### src/rtl/color_proc.sv
// Streaming colour filter: reads one camera frame pixel per clock, applies
// the selected filter (pass-through, red key, grey, binary threshold) and
// writes the result into the processed frame buffer two clocks later.
module color_proc #(
    parameter int c_img_cols    = 320,
    parameter int c_img_rows    = 240,
    parameter int c_img_pxls    = c_img_cols * c_img_rows,
    parameter int c_nb_img_pxls = 17,
    parameter int c_nb_buf      = 12
) (
    input  logic                     clk,
    input  logic                     rst,
    input  logic                     start,
    input  logic                     cont,
    input  logic [1:0]               mode,
    input  logic [3:0]               thr,
    output logic [c_nb_img_pxls-1:0] orig_img_addr,
    input  logic [c_nb_buf-1:0]      orig_img_pxl,
    output logic [c_nb_img_pxls-1:0] proc_img_addr,
    output logic [c_nb_buf-1:0]      proc_img_pxl,
    output logic                     proc_we,
    output logic                     busy,
    output logic                     done
);

    typedef enum logic [1:0] {
        S_IDLE  = 2'd0,
        S_SCAN  = 2'd1,
        S_FLUSH = 2'd2
    } state_t;

    localparam logic [c_nb_img_pxls-1:0] c_last_addr = c_nb_img_pxls'(c_img_pxls - 1);
    localparam logic [c_nb_img_pxls-1:0] c_addr_one  = c_nb_img_pxls'(1);

    // FSM state
    state_t state_q, state_d;

    // Scan address counter and flush cycle counter
    logic [c_nb_img_pxls-1:0] addr_q, addr_d;
    logic                     flush_q, flush_d;

    // Filter configuration captured at pass start
    logic [1:0] mode_q, mode_d;
    logic [3:0] thr_q, thr_d;

    // Stage 1: address whose read data is arriving this cycle
    logic                     vld1_q, vld1_d;
    logic [c_nb_img_pxls-1:0] addr1_q, addr1_d;

    // Stage 2: registered write port towards the processed buffer
    logic                     we_q, we_d;
    logic [c_nb_img_pxls-1:0] paddr_q, paddr_d;
    logic [c_nb_buf-1:0]      pxl_q, pxl_d;
    logic                     done_q, done_d;

    // FSM decoded controls
    logic scan_en;
    logic flush_end;
    logic load_cfg;

    // Filter intermediates
    logic [3:0]  pix_r, pix_g, pix_b;
    logic [5:0]  luma_sum;
    logic [3:0]  luma;
    logic        red_ok;
    logic [11:0] filt_pxl;

    // State register
    // NOTE: every flop (pipeline included) is cleared by reset so that all
    // outputs read 0 while rst is high and an aborted pass leaves no write
    // or done pulse in flight.
    always_ff @(posedge clk or posedge rst) begin
        if (rst) begin
            state_q <= S_IDLE;
        end else begin
            // NOTE: sequential state uses non-blocking assignments so every
            // flop samples the pre-edge values, independent of block order.
            state_q <= state_d;
        end
    end

    // Next-state logic; with cont held, FLUSH chains straight into a new SCAN
    always_comb begin
        // NOTE: default first so no path through the case leaves state_d
        // unassigned, which would infer a latch.
        state_d = state_q;
        case (state_q)
            S_IDLE: begin
                if (start || cont) begin
                    state_d = S_SCAN;
                end
            end
            S_SCAN: begin
                if (addr_q == c_last_addr) begin
                    state_d = S_FLUSH;
                end
            end
            S_FLUSH: begin
                if (flush_q) begin
                    state_d = cont ? S_SCAN : S_IDLE;
                end
            end
            default: state_d = S_IDLE;
        endcase
    end

    // FSM outputs: busy flag, scan enable, end-of-flush and config capture
    always_comb begin
        busy      = (state_q != S_IDLE);
        scan_en   = (state_q == S_SCAN);
        flush_end = (state_q == S_FLUSH) && flush_q;
        load_cfg  = ((state_q == S_IDLE) && (start || cont)) || (flush_end && cont);
    end

    // Pixel filter on the read data of the stage-1 address
    always_comb begin
        pix_r    = orig_img_pxl[11:8];
        pix_g    = orig_img_pxl[7:4];
        pix_b    = orig_img_pxl[3:0];
        // Widened to 5 bits so that g+4 / b+4 cannot wrap past 15
        red_ok   = ({1'b0, pix_r} >= ({1'b0, pix_g} + 5'd4)) &&
                   ({1'b0, pix_r} >= ({1'b0, pix_b} + 5'd4));
        // r + 2g + b peaks at 60, so 6 bits hold it exactly
        luma_sum = {2'b00, pix_r} + {1'b0, pix_g, 1'b0} + {2'b00, pix_b};
        luma     = luma_sum[5:2];
        filt_pxl = 12'h000;
        case (mode_q)
            2'd0: filt_pxl = orig_img_pxl[11:0];
            2'd1: filt_pxl = red_ok ? orig_img_pxl[11:0] : 12'h000;
            2'd2: filt_pxl = {luma, luma, luma};
            2'd3: filt_pxl = (luma >= thr_q) ? 12'hFFF : 12'h000;
            default: filt_pxl = 12'h000;
        endcase
    end

    // Next values for counters, configuration and the two pipeline stages
    always_comb begin
        // Address stays at 0 outside SCAN and wraps to 0 on the last pixel
        addr_d = '0;
        if (scan_en && (addr_q != c_last_addr)) begin
            addr_d = addr_q + c_addr_one;
        end

        flush_d = (state_q == S_FLUSH) ? ~flush_q : 1'b0;

        mode_d = load_cfg ? mode : mode_q;
        thr_d  = load_cfg ? thr  : thr_q;

        vld1_d  = scan_en;
        addr1_d = scan_en ? addr_q : '0;

        we_d    = vld1_q;
        paddr_d = vld1_q ? addr1_q : '0;
        pxl_d   = vld1_q ? c_nb_buf'(filt_pxl) : '0;

        done_d = flush_end;
    end

    // Datapath and pipeline registers
    always_ff @(posedge clk or posedge rst) begin
        if (rst) begin
            addr_q  <= '0;
            flush_q <= 1'b0;
            mode_q  <= 2'd0;
            thr_q   <= 4'd0;
            vld1_q  <= 1'b0;
            addr1_q <= '0;
            we_q    <= 1'b0;
            paddr_q <= '0;
            pxl_q   <= '0;
            done_q  <= 1'b0;
        end else begin
            addr_q  <= addr_d;
            flush_q <= flush_d;
            mode_q  <= mode_d;
            thr_q   <= thr_d;
            vld1_q  <= vld1_d;
            addr1_q <= addr1_d;
            we_q    <= we_d;
            paddr_q <= paddr_d;
            pxl_q   <= pxl_d;
            done_q  <= done_d;
        end
    end

    assign orig_img_addr = addr_q;
    assign proc_img_addr = paddr_q;
    assign proc_img_pxl  = pxl_q;
    assign proc_we       = we_q;
    assign done          = done_q;

endmodule

### config.mk
export PLATFORM = sky130hd
export DESIGN_NAME = color_proc
export DESIGN_NICKNAME = d
export VERILOG_FILES = /design/src/rtl/color_proc.sv
export SDC_FILE = /design/constraint.sdc
export NUM_CORES = 1
export LEC_CHECK = 0
export CORE_MARGIN = 10
export CORE_UTILIZATION = 50
export CTS_CLUSTER_SIZE = 25
export DETAILED_ROUTE_END_ITERATION = 7
export PLACE_DENSITY = 0.79
export SYNTH_ARGS = -nofsm -noshare
export SYNTH_HDL_FRONTEND = slang
export SYNTH_SLANG_ARGS = --single-unit
### constraint.sdc
create_clock -name clk -period 3 [get_ports clk]
set_input_delay 0.3 -clock clk [delete_from_list [all_inputs] [get_ports clk]]
set_output_delay 0.3 -clock clk [all_outputs]
set_load 0.05 [all_outputs]
==> flow_summary.json, run 1 <==
{
  "wl_um": 7050,
  "setup-violations-final": 0,
  "fin_skew_ns": 0.0105,
  "tightest_slew_ns": 0.527,
  "die_area_um2": 10300,
  "ff_latch_area_um2": 1880,
  "cts_sinks": 75,
  "grt_max_degree": 29,
  "n_antenna_cell": 0,
  "path_cells": "clkdlybuf4s50_1 > inv_1 > fa_1 > nor2b_2 > fa_2 > inv_1 > ha_1 > nand2b_1 > a21o_1 > a211oi_4 > buf_4 > nor3_2 > a21o_1",
  "synth_seq_cells": 75,
  "ant_nets": 0,
  "drt_iter0_drc": 87,
  "grt_pass1_vias": 2312,
  "cts.clk_slew.worst_paths_ns": 0.07,
  "drv_cap": 0,
  "cts-root-buf": "clkbuf_8",
  "start_util_pct": 51.7,
  "synth_ff_type": "dfrtp_1",
  "syn_inst": 278,
  "grt_first_pass_wirelength_um": 11400,
  "drv_slew": 0,
  "critPathMaxStageDelay_ns": 0.53,
  "via_per_inst": 5.01,
  "antenna_found_initial": 0,
  "grt_usage_pct": 14.0,
  "clkLatencyLatePin_ns": 0.34,
  "worstPathRequired_ns": 3.23,
  "critPathLaunchType": "input pin",
  "port_buffers": 70,
  "reg2reg_from": "orig_img_addr[0]$_DFF_PP0_",
  "critPathSlowestCell": "fa_2",
  "setup_tns_ns": 0,
  "reg2reg_setup_slack_ns": 1.20,
  "p_per_area_nw_per_um2": 498,
  "num_vias": 2290,
  "end_kind": "register",
  "syn_to_final_growth_pct": 35.3,
  "reg2reg_to": "state_q[0]$_DFFE_PP0P_",
  "synth.distinct_cells": 42,
  "hold_violations": 0,
  "layout-drive-gt1-share_pct": 15.5,
  "fin_crit_ns": 2.96,
  "dp_cells": 438,
  "netlist_area_um2": 3300,
  "worstSetupPathType": "input pin to register",
  "place.gp.congestion": 0.895,
  "core_area_um2": 6390,
  "row_count": 29,
  "die_w_um": 101,
  "clock.fmax_ghz": 0.338,
  "clk_path_buf_depth": 2,
  "htree_levels": 3,
  "max_slew_margin_pct": 64.7,
  "hpwl_um": 5390,
  "first_pass_iters": 4,
  "fin_cells": 457,
  "synth_seq_area_share_pct": 56.8,
  "yosysWarnings": 0,
  "outcome": "complete, no violations",
  "crit_end": "proc_img_pxl[1]$_DFF_PP0_",
  "synth_nets": 323,
  "finish.net_count": 420,
  "critPathLaunch": "orig_img_pxl[9]",
  "wire_per_inst_um": 15.4,
  "die_h_um": 101,
  "hold_path_class": "input pin to register",
  "syn_avg_cell_area_um2": 11.9,
  "multi_input_area_um2": 1370,
  "min_period_over_period_pct": 98.6,
  "cts_tree": "done",
  "grt_overflow": 0,
  "cts_made_buffers": 9,
  "num-fill-cells": 472,
  "worstPathMaxFanout": 3,
  "cp.arrival_ns": 3.19,
  "peakVddDrop_mv": 0.384,
  "route.detailed.drc": 0,
  "io_pins": 71,
  "leakage_nw": 2.18,
  "r2r_cells": 6,
  "async_flop_share_pct": 100,
  "synth-edff-count": 0
}
layout make-up:
| cell class | count | area share, % |
|---|---|---|
| Timing Repair Buffer | 92 | 19.5 |
| Multi-Input combinational cell | 178 | 30.6 |
| Sequential cell | 75 | 42.0 |
| Tap cell | 77 | 2.16 |
| Clock buffer | 10 | 3.08 |
| Clock inverter | 6 | 1.09 |
| Inverter | 19 | 1.60 |
flip-flops by register name, summed over array words and instances, names as in the netlist, 2 cells and up:
signal	count
proc_img_pxl	12
proc_img_addr	17
mode_q	2
state_q	2
orig_img_addr	17
thr_q	4
addr1_q	17
synthesized netlist by cell type, drive strengths merged, types with 2 or more instances:
library cell	instances	area (um^2)
ha	19	238
xnor2	5	43.8
a21oi	3	15.0
inv	19	71.3
nand2b	2	12.5
o2bb2ai	3	26.3
buf	3	27.5
and2	34	213
o21ai	7	38.8
and3	2	12.5
nor4b	2	23.8
fa	4	80.1
nor3	3	20.0
mux2	2	22.5
a211oi	2	20.0
nor2b	4	32.5
nand3	9	50.1
xor2	12	105
nand4	4	25.0
dfrtp	75	1880
nand2	10	45.0
nor2	26	103
clkbuf	3	11.3
a31oi	3	18.8
a21o	15	113
report_power, final:
group | internal (W) | leakage, nW | switching, W
Sequential | 0.00104 | 0.960 | 0.0000130
Clock | 0.000331 | 0.0972 | 0.000372
Combinational | 0.000204 | 1.13 | 0.000263
Total | 0.00158 | 2.18 | 0.000649
cells in the final DEF (no fill, tap or decap), drive strengths merged, types with 4 or more instances in the layout:
cell | Yosys | final
and2 | 34 | 34
ha | 19 | 19
nor2 | 26 | 26
nand2 | 10 | 10
buf | 3 | 22
nand4 | 4 | 4
xor2 | 12 | 12
clkdlybuf4s50 | 0 | 69
nand3 | 9 | 9
nor2b | 4 | 4
clkinv | 0 | 4
o21ai | 7 | 7
clkbuf | 3 | 10
inv | 19 | 21
xnor2 | 5 | 5
dfrtp | 75 | 75
fa | 4 | 4
a21o | 15 | 15
worst min path at each step:
stage                          startpoint                     endpoint  depth (start not counted)
detailed placement  addr1_q[14]$_DFF_PP0_  proc_img_addr[14]$_DFF_PP0_                          1
floorplan               flush_q$_DFF_PP0_            flush_q$_DFF_PP0_                          1
global placement        flush_q$_DFF_PP0_            flush_q$_DFF_PP0_                          1
global route              orig_img_pxl[1]    proc_img_pxl[1]$_DFF_PP0_                          2
finish                    orig_img_pxl[1]    proc_img_pxl[1]$_DFF_PP0_                          2
CTS                                   rst        addr1_q[13]$_DFF_PP0_                          2
what timing repair did:
item,in CTS,in global routing
resized for setup,1,12
setup buffers,0,3
pin swaps,0,6
gates cloned,0,0
hold buffers,0,0
setup endpoints to repair,4,12
cells by family (layout without fill, tap and decap cells):
| kind of cell | Yosys count | after routing | share of synthesized area, % |
|---|---|---|---|
| and+or+nand+nor | 101 | 101 | 17.5 |
| DFF | 75 | 75 | 56.8 |
| AOI/OAI and AO/OA | 35 | 35 | 7.54 |
| buffers and inverters | 25 | 127 | 3.33 |
| adders and majority gates | 23 | 23 | 9.62 |
| xor gates and xnor gates | 17 | 17 | 4.51 |
| muxes | 2 | 2 | 0.682 |
critical path, delay by kind of cell:
kind                     cells  cell delay (ns)
adder cells (fa/ha/maj)      3             1.32
buffers and inverters        4             0.73
AO/OA/AOI/OAI                3             0.57
AND/OR/NAND/NOR              3             0.27
metal layers:
metal / GRT usage (%) / part of all wire, %
met1: 17.9 / 43
met2: 21.8 / 48
met3: 4.08 / 7.0
met4: 6.11 / 1.2
met5: 0 / 0
stage by stage:
stage	setup slack, ns	instance area [um^2]	hold slack, ns	total power [W]	utilization [%]
finish	0.0411	4470	0.262	0.00223	70.0
global route	-0.0461	4470	0.278	0.00233	70.0
CTS	0.00467	4390	0.330	0.00220	68.8
detailed placement	-0.388	4200	0.441	0.00149	65.8
global placement	-0.300	4200	0.432	0.00148	65.8
floorplan	0.336	3300	0.410	0.00133	-
No activity file was read; power rests on OpenSTA's default activity.
==> run 2, diff against run 1 <==
- CORE_UTILIZATION: 50 -> 52
- CTS_BUF_LIST: unset -> sky130_fd_sc_hd__clkbuf_4 sky130_fd_sc_hd__clkbuf_8
- PLACE_DENSITY: 0.79 -> 0.81
==> flow_summary.json, run 2 (same netlist as run 1, synthesis figures left out) <==
{
  "cts_tree": "done",
  "seq_power_share_pct": 45.5,
  "layout-drive-gt1-share_pct": 15.1,
  "r2r_cells": 6,
  "worstPathRequired_ns": 3.26,
  "hold-worst-slack_ns": 0.257,
  "reg2reg_to": "state_q[0]$_DFFE_PP0P_",
  "hold_path_end": "proc_img_pxl[1]$_DFF_PP0_",
  "worstSetupPathType": "input pin to register",
  "row_count": 28,
  "cts.clk_slew.worst_paths_ns": 0.07,
  "worstPathMaxFanout": 4,
  "reg2reg_setup_slack_ns": 1.14,
  "clk_path_buf_depth": 2,
  "fin_skew_ns": 0.00819,
  "final_common_cell": "dfrtp_1",
  "hp-start": "orig_img_pxl[1]",
  "cts_made_buffers": 9,
  "wire_per_inst_um": 16.2,
  "first_pass_iters": 4,
  "peakVddDrop_mv": 0.362,
  "wl_um": 7330,
  "clkLatencyLatePin_ns": 0.33,
  "ant_nets": 0,
  "antenna_found_initial": 0,
  "num_vias": 2306,
  "tightest_slew_ns": 0.943,
  "critPathLaunchType": "input pin",
  "place.gp.congestion": 0.886,
  "max_slew_margin_pct": 37.0,
  "setup_tns_ns": 0,
  "p_comb_share_pct": 19.6,
  "grt_overflow": 0,
  "hold_buffers": 0,
  "grt_max_degree": 47,
  "leakage_nw": 2.22,
  "io_pins": 71,
  "start_util_pct": 54.5,
  "hold_violations": 0,
  "mostFrequentLayoutCells": "75 x dfrtp_1, 65 x clkdlybuf4s50_1, 34 x and2_1",
  "dpl-instance-area_um2": 4210,
  "via_per_inst": 5.09,
  "grt_first_pass_wirelength_um": 12000,
  "p_int_w": 0.00171,
  "hold_depth": 2,
  "grt_pass1_vias": 2405,
  "outcome": "complete, no violations",
  "port_buffers": 70,
  "total_power_w": 0.00232,
  "grt_usage_pct": 15.0,
  "switchingPower_w": 0.000610,
  "cp.arrival_ns": 3.17,
  "reg2reg_from": "orig_img_addr[0]$_DFF_PP0_",
  "fin_ws_ns": 0.0928,
  "drv_slew": 0,
  "cts-root-buf": "clkbuf_8",
  "finish.net_count": 419,
  "n_antenna_cell": 0,
  "clock_power_share_pct": 35.0,
  "fin_crit_ns": 2.91,
  "die_area_um2": 9940,
  "end_kind": "register",
  "pre_cts_slack_ns": -0.386,
  "htree_levels": 3,
  "clock.fmax_ghz": 0.344,
  "syn_to_final_growth_pct": 35.8,
  "hpwl_um": 5530,
  "min_period_over_period_pct": 96.9,
  "setup-violations-final": 0,
  "drv_cap": 0,
  "drt_iter0_drc": 109,
  "core_area_um2": 6060,
  "p_per_area_nw_per_um2": 518,
  "stdcell_area_um2": 4490,
  "die_h_um": 99.7,
  "die_w_um": 99.7,
  "cts_sinks": 75,
  "swShare_pct": 26.3,
  "route.detailed.drc": 0,
  "hold_path_class": "input pin to register"
}
run 2: critical path, cell delays in order:
cell             delay (ns)
clkdlybuf4s50_1        0.47
inv_1                  0.06
fa_1                   0.50
nor2b_2                0.06
fa_2                   0.37
a21o_1                 0.19
a21o_1                 0.20
ha_1                   0.28
o211ai_1               0.08
buf_4                  0.19
or2_2                  0.33
o2bb2ai_1              0.13
run 2: through the flow:
stage          std cells  util [%]
2_1_floorplan        278         -
3_3_place_gp         435      69.4
3_5_place_dp         435      69.4
4_1_cts              452      73.2
5_1_grt              453      74.0
6_report             453      74.0
run 2: how the worst max path moves through the flow:
stage          cells past startpoint                          to  slack [ns]             from
4_1_cts                           12   proc_img_pxl[4]$_DFF_PP0_        0.01  orig_img_pxl[1]
5_1_grt                           13   proc_img_pxl[5]$_DFF_PP0_       -0.02  orig_img_pxl[4]
3_3_place_gp                      12  proc_img_pxl[11]$_DFF_PP0_       -0.30  orig_img_pxl[1]
2_1_floorplan                     11  proc_img_pxl[11]$_DFF_PP0_        0.34  orig_img_pxl[1]
6_report                          12   proc_img_pxl[0]$_DFF_PP0_        0.09  orig_img_pxl[4]
3_5_place_dp                      12   proc_img_pxl[2]$_DFF_PP0_       -0.39  orig_img_pxl[1]
run 2: per-layer routing:
layer | part of all wire (%) | vias to the layer above | routed length (um) | track usage [%]
li1 | - | 1111 | - | -
met1 | 43 | 1137 | 3150 | 17.6
met2 | 50 | 51 | 3690 | 24.9
met3 | 5.4 | 7 | 398 | 4.57
met4 | 1.3 | 0 | 98 | 6.28
met5 | 0 | - | 0 | 0
run 2: repair_timing:
action,CTS,global route
pin swaps,2,5
endpoints found under the setup margin,9,12
buffers inserted,2,1
cloned,0,0
resized for setup,1,12
run 2: power groups by stage:
stage / logic [W] / registers, W / clock network (W)
2_1_floorplan: 0.000157 / 0.00117 / 0
3_3_place_gp: 0.000411 / 0.00107 / 0
3_5_place_dp: 0.000421 / 0.00107 / 0
4_1_cts: 0.000434 / 0.00105 / 0.000828
5_1_grt: 0.000495 / 0.00106 / 0.000867
6_report: 0.000455 / 0.00106 / 0.000812
run 2: area by class of cell:
type	count	area, um^2
multi-input combinational	178	1350
fill	427	1580
inverter	19	71.3
clock buffer	10	131
timing repair buffer	91	883
tap	75	93.8
clock inverter	5	78.8
sequential	75	1880
==> run 3, diff against run 2 <==
- CORE_UTILIZATION: 52 -> 25
- HOLD_SLACK_MARGIN: unset -> 0.03
- PLACE_DENSITY: 0.81 -> unset
- RECOVER_POWER: unset -> 25
==> flow_summary.json, run 3 (same netlist as run 1, synthesis figures left out) <==
{
  "hold_path_class": "input pin to register",
  "grt_max_degree": 44,
  "fin_crit_ns": 2.69,
  "setup_tns_ns": 0,
  "critPathLaunchType": "input pin",
  "grt_overflow": 0,
  "antenna_found_initial": 0,
  "hold_path_end": "proc_img_pxl[1]$_DFF_PP0_",
  "p_per_area_nw_per_um2": 513,
  "path_cells": "clkdlybuf4s50_1 > ha_1 > nor2b_2 > fa_2 > inv_1 > ha_1 > nand2b_1 > a21o_1 > a211oi_4 > or2_4 > o2bb2ai_1",
  "hold_depth": 2,
  "total_power_w": 0.00237,
  "final_common_cell": "dfrtp_1",
  "grt_setup_unrepaired": "no",
  "htree_levels": 3,
  "reg2reg_setup_slack_ns": 1.15,
  "io_pins": 71,
  "drv_slew": 0,
  "critPathLaunch": "orig_img_pxl[0]",
  "ant_nets": 0,
  "cpLargestDelayFamily": "adder cells",
  "pre_cts_slack_ns": -0.442,
  "multi_input_area_um2": 1360,
  "clock.fmax_ghz": 0.371,
  "hpwl_um": 5910,
  "cts_made_buffers": 9,
  "row_count": 41,
  "cpMostUsedCell": "ha_1",
  "cts_tree": "done",
  "clkLatencyLatePin_ns": 0.35,
  "start_util_pct": 25.9,
  "cp.arrival_ns": 2.91,
  "setup-violations-final": 0,
  "first_pass_iters": 4,
  "grt_usage_pct": 8.64,
  "end_kind": "register",
  "tightest_slew_ns": 1.29,
  "core_area_um2": 12800,
  "max_slew_margin_pct": 14.0,
  "n_antenna_cell": 0,
  "fin_ws_ns": 0.306,
  "die_h_um": 135,
  "mostFrequentLayoutCells": "75 x dfrtp_1, 60 x clkdlybuf4s50_1, 31 x and2_1",
  "syn_to_final_growth_pct": 39.7,
  "hold-worst-slack_ns": 0.235,
  "fin_util_pct": 36.1,
  "port_buffers": 70,
  "peakVddDrop_mv": 0.183,
  "grt_first_pass_wirelength_um": 12400,
  "reg2reg_from": "orig_img_addr[0]$_DFF_PP0_",
  "drt_iter0_drc": 79,
  "clk_path_buf_depth": 2,
  "via_per_inst": 4.03,
  "num-fill-cells": 1213,
  "hp-start": "orig_img_pxl[1]",
  "cts_sinks": 75,
  "worstSetupPathType": "input pin to register",
  "worstPathMaxFanout": 4,
  "place.gp.congestion": 0.858,
  "cts.clk_slew.worst_paths_ns": 0.08,
  "finish.net_count": 417,
  "num_vias": 2212,
  "critPathSlowestCell": "fa_2",
  "leakage_nw": 2.25,
  "path_buf_inv": 2,
  "die_w_um": 135,
  "critPathMaxStageDelay_ns": 0.56,
  "outcome": "complete, no violations",
  "wl_um": 7790,
  "layout-drive-gt1-share_pct": 14.6,
  "r2r_cells": 6,
  "die_area_um2": 18200,
  "worstPathRequired_ns": 3.22,
  "hold_violations": 0,
  "grt_pass1_vias": 2350,
  "ff_latch_area_um2": 1880,
  "wire_per_inst_um": 14.2,
  "reg2reg_to": "state_q[0]$_DFFE_PP0P_",
  "route.detailed.drc": 0,
  "cts-root-buf": "clkbuf_8",
  "min_period_over_period_pct": 89.8,
  "fin_skew_ns": 0.00980,
  "drv_cap": 0
}
[run 3: cell types whose count changed in the layout (fill, tap and decap cells not counted), sizes merged]
cell	delta
clkdlybuf4s50	-5
dlymetal6s2s	+4
buf	-3
inv	+2
clkinv	-1
clkinvlp	+1
dlygate4sd3	+1
[run 3: cell type report]
| class | count | share of cell area (%) |
|---|---|---|
| clock buffer | 9 | 2.68 |
| clock inverter | 7 | 2.14 |
| inverter | 19 | 1.55 |
| multi-input combinational | 178 | 29.4 |
| sequential | 75 | 40.7 |
| tap | 172 | 4.66 |
| timing repair buffer | 89 | 18.9 |
[run 3: power by group]
group          total [W]  internal [W]  switching, W
sequential       0.00105       0.00104     0.0000124
clock           0.000863      0.000474      0.000389
combinational   0.000450      0.000189      0.000261
[run 3: how the worst max path moves through the flow]
stage	to	cells past startpoint	slack, ns
after floorplan	proc_img_pxl[11]$_DFF_PP0_	11	0.34
final	proc_img_pxl[8]$_DFF_PP0_	11	0.31
after detailed placement	proc_img_pxl[9]$_DFF_PP0_	12	-0.44
after global routing	proc_img_pxl[1]$_DFF_PP0_	11	0.20
after CTS	proc_img_pxl[8]$_DFF_PP0_	12	-0.005
after global placement	proc_img_pxl[5]$_DFF_PP0_	12	-0.34
[run 3: per-layer routing]
layer	track usage (%)	share of wire [%]	vias up
li1	-	-	1110
met1	9.70	41	1056
met2	14.4	51	38
met3	2.93	6.0	8
met4	4.13	1.6	0
met5	0	0	-
[run 3: through the flow]
stage	cell area [um^2]	instances
after floorplan	3300	278
after global placement	4340	533
after detailed placement	4340	533
after CTS	4570	549
after global routing	4620	549
final	4620	549
[run 3: timing repair]
item	CTS	global route
pin swaps	1	7
setup endpoints to repair	12	12
gates resized for setup	3	17
setup buffers	0	0
hold buffers	0	0
[run 3: worst reg2reg max path, stage by stage (launching register included)]
cell and delay (ns):
dfrtp_1 0.47, ha_1 0.25, nand4_1 0.19, nor2_2 0.32, nand3_2 0.14, nand2_4 0.22, o21ai_0 0.14
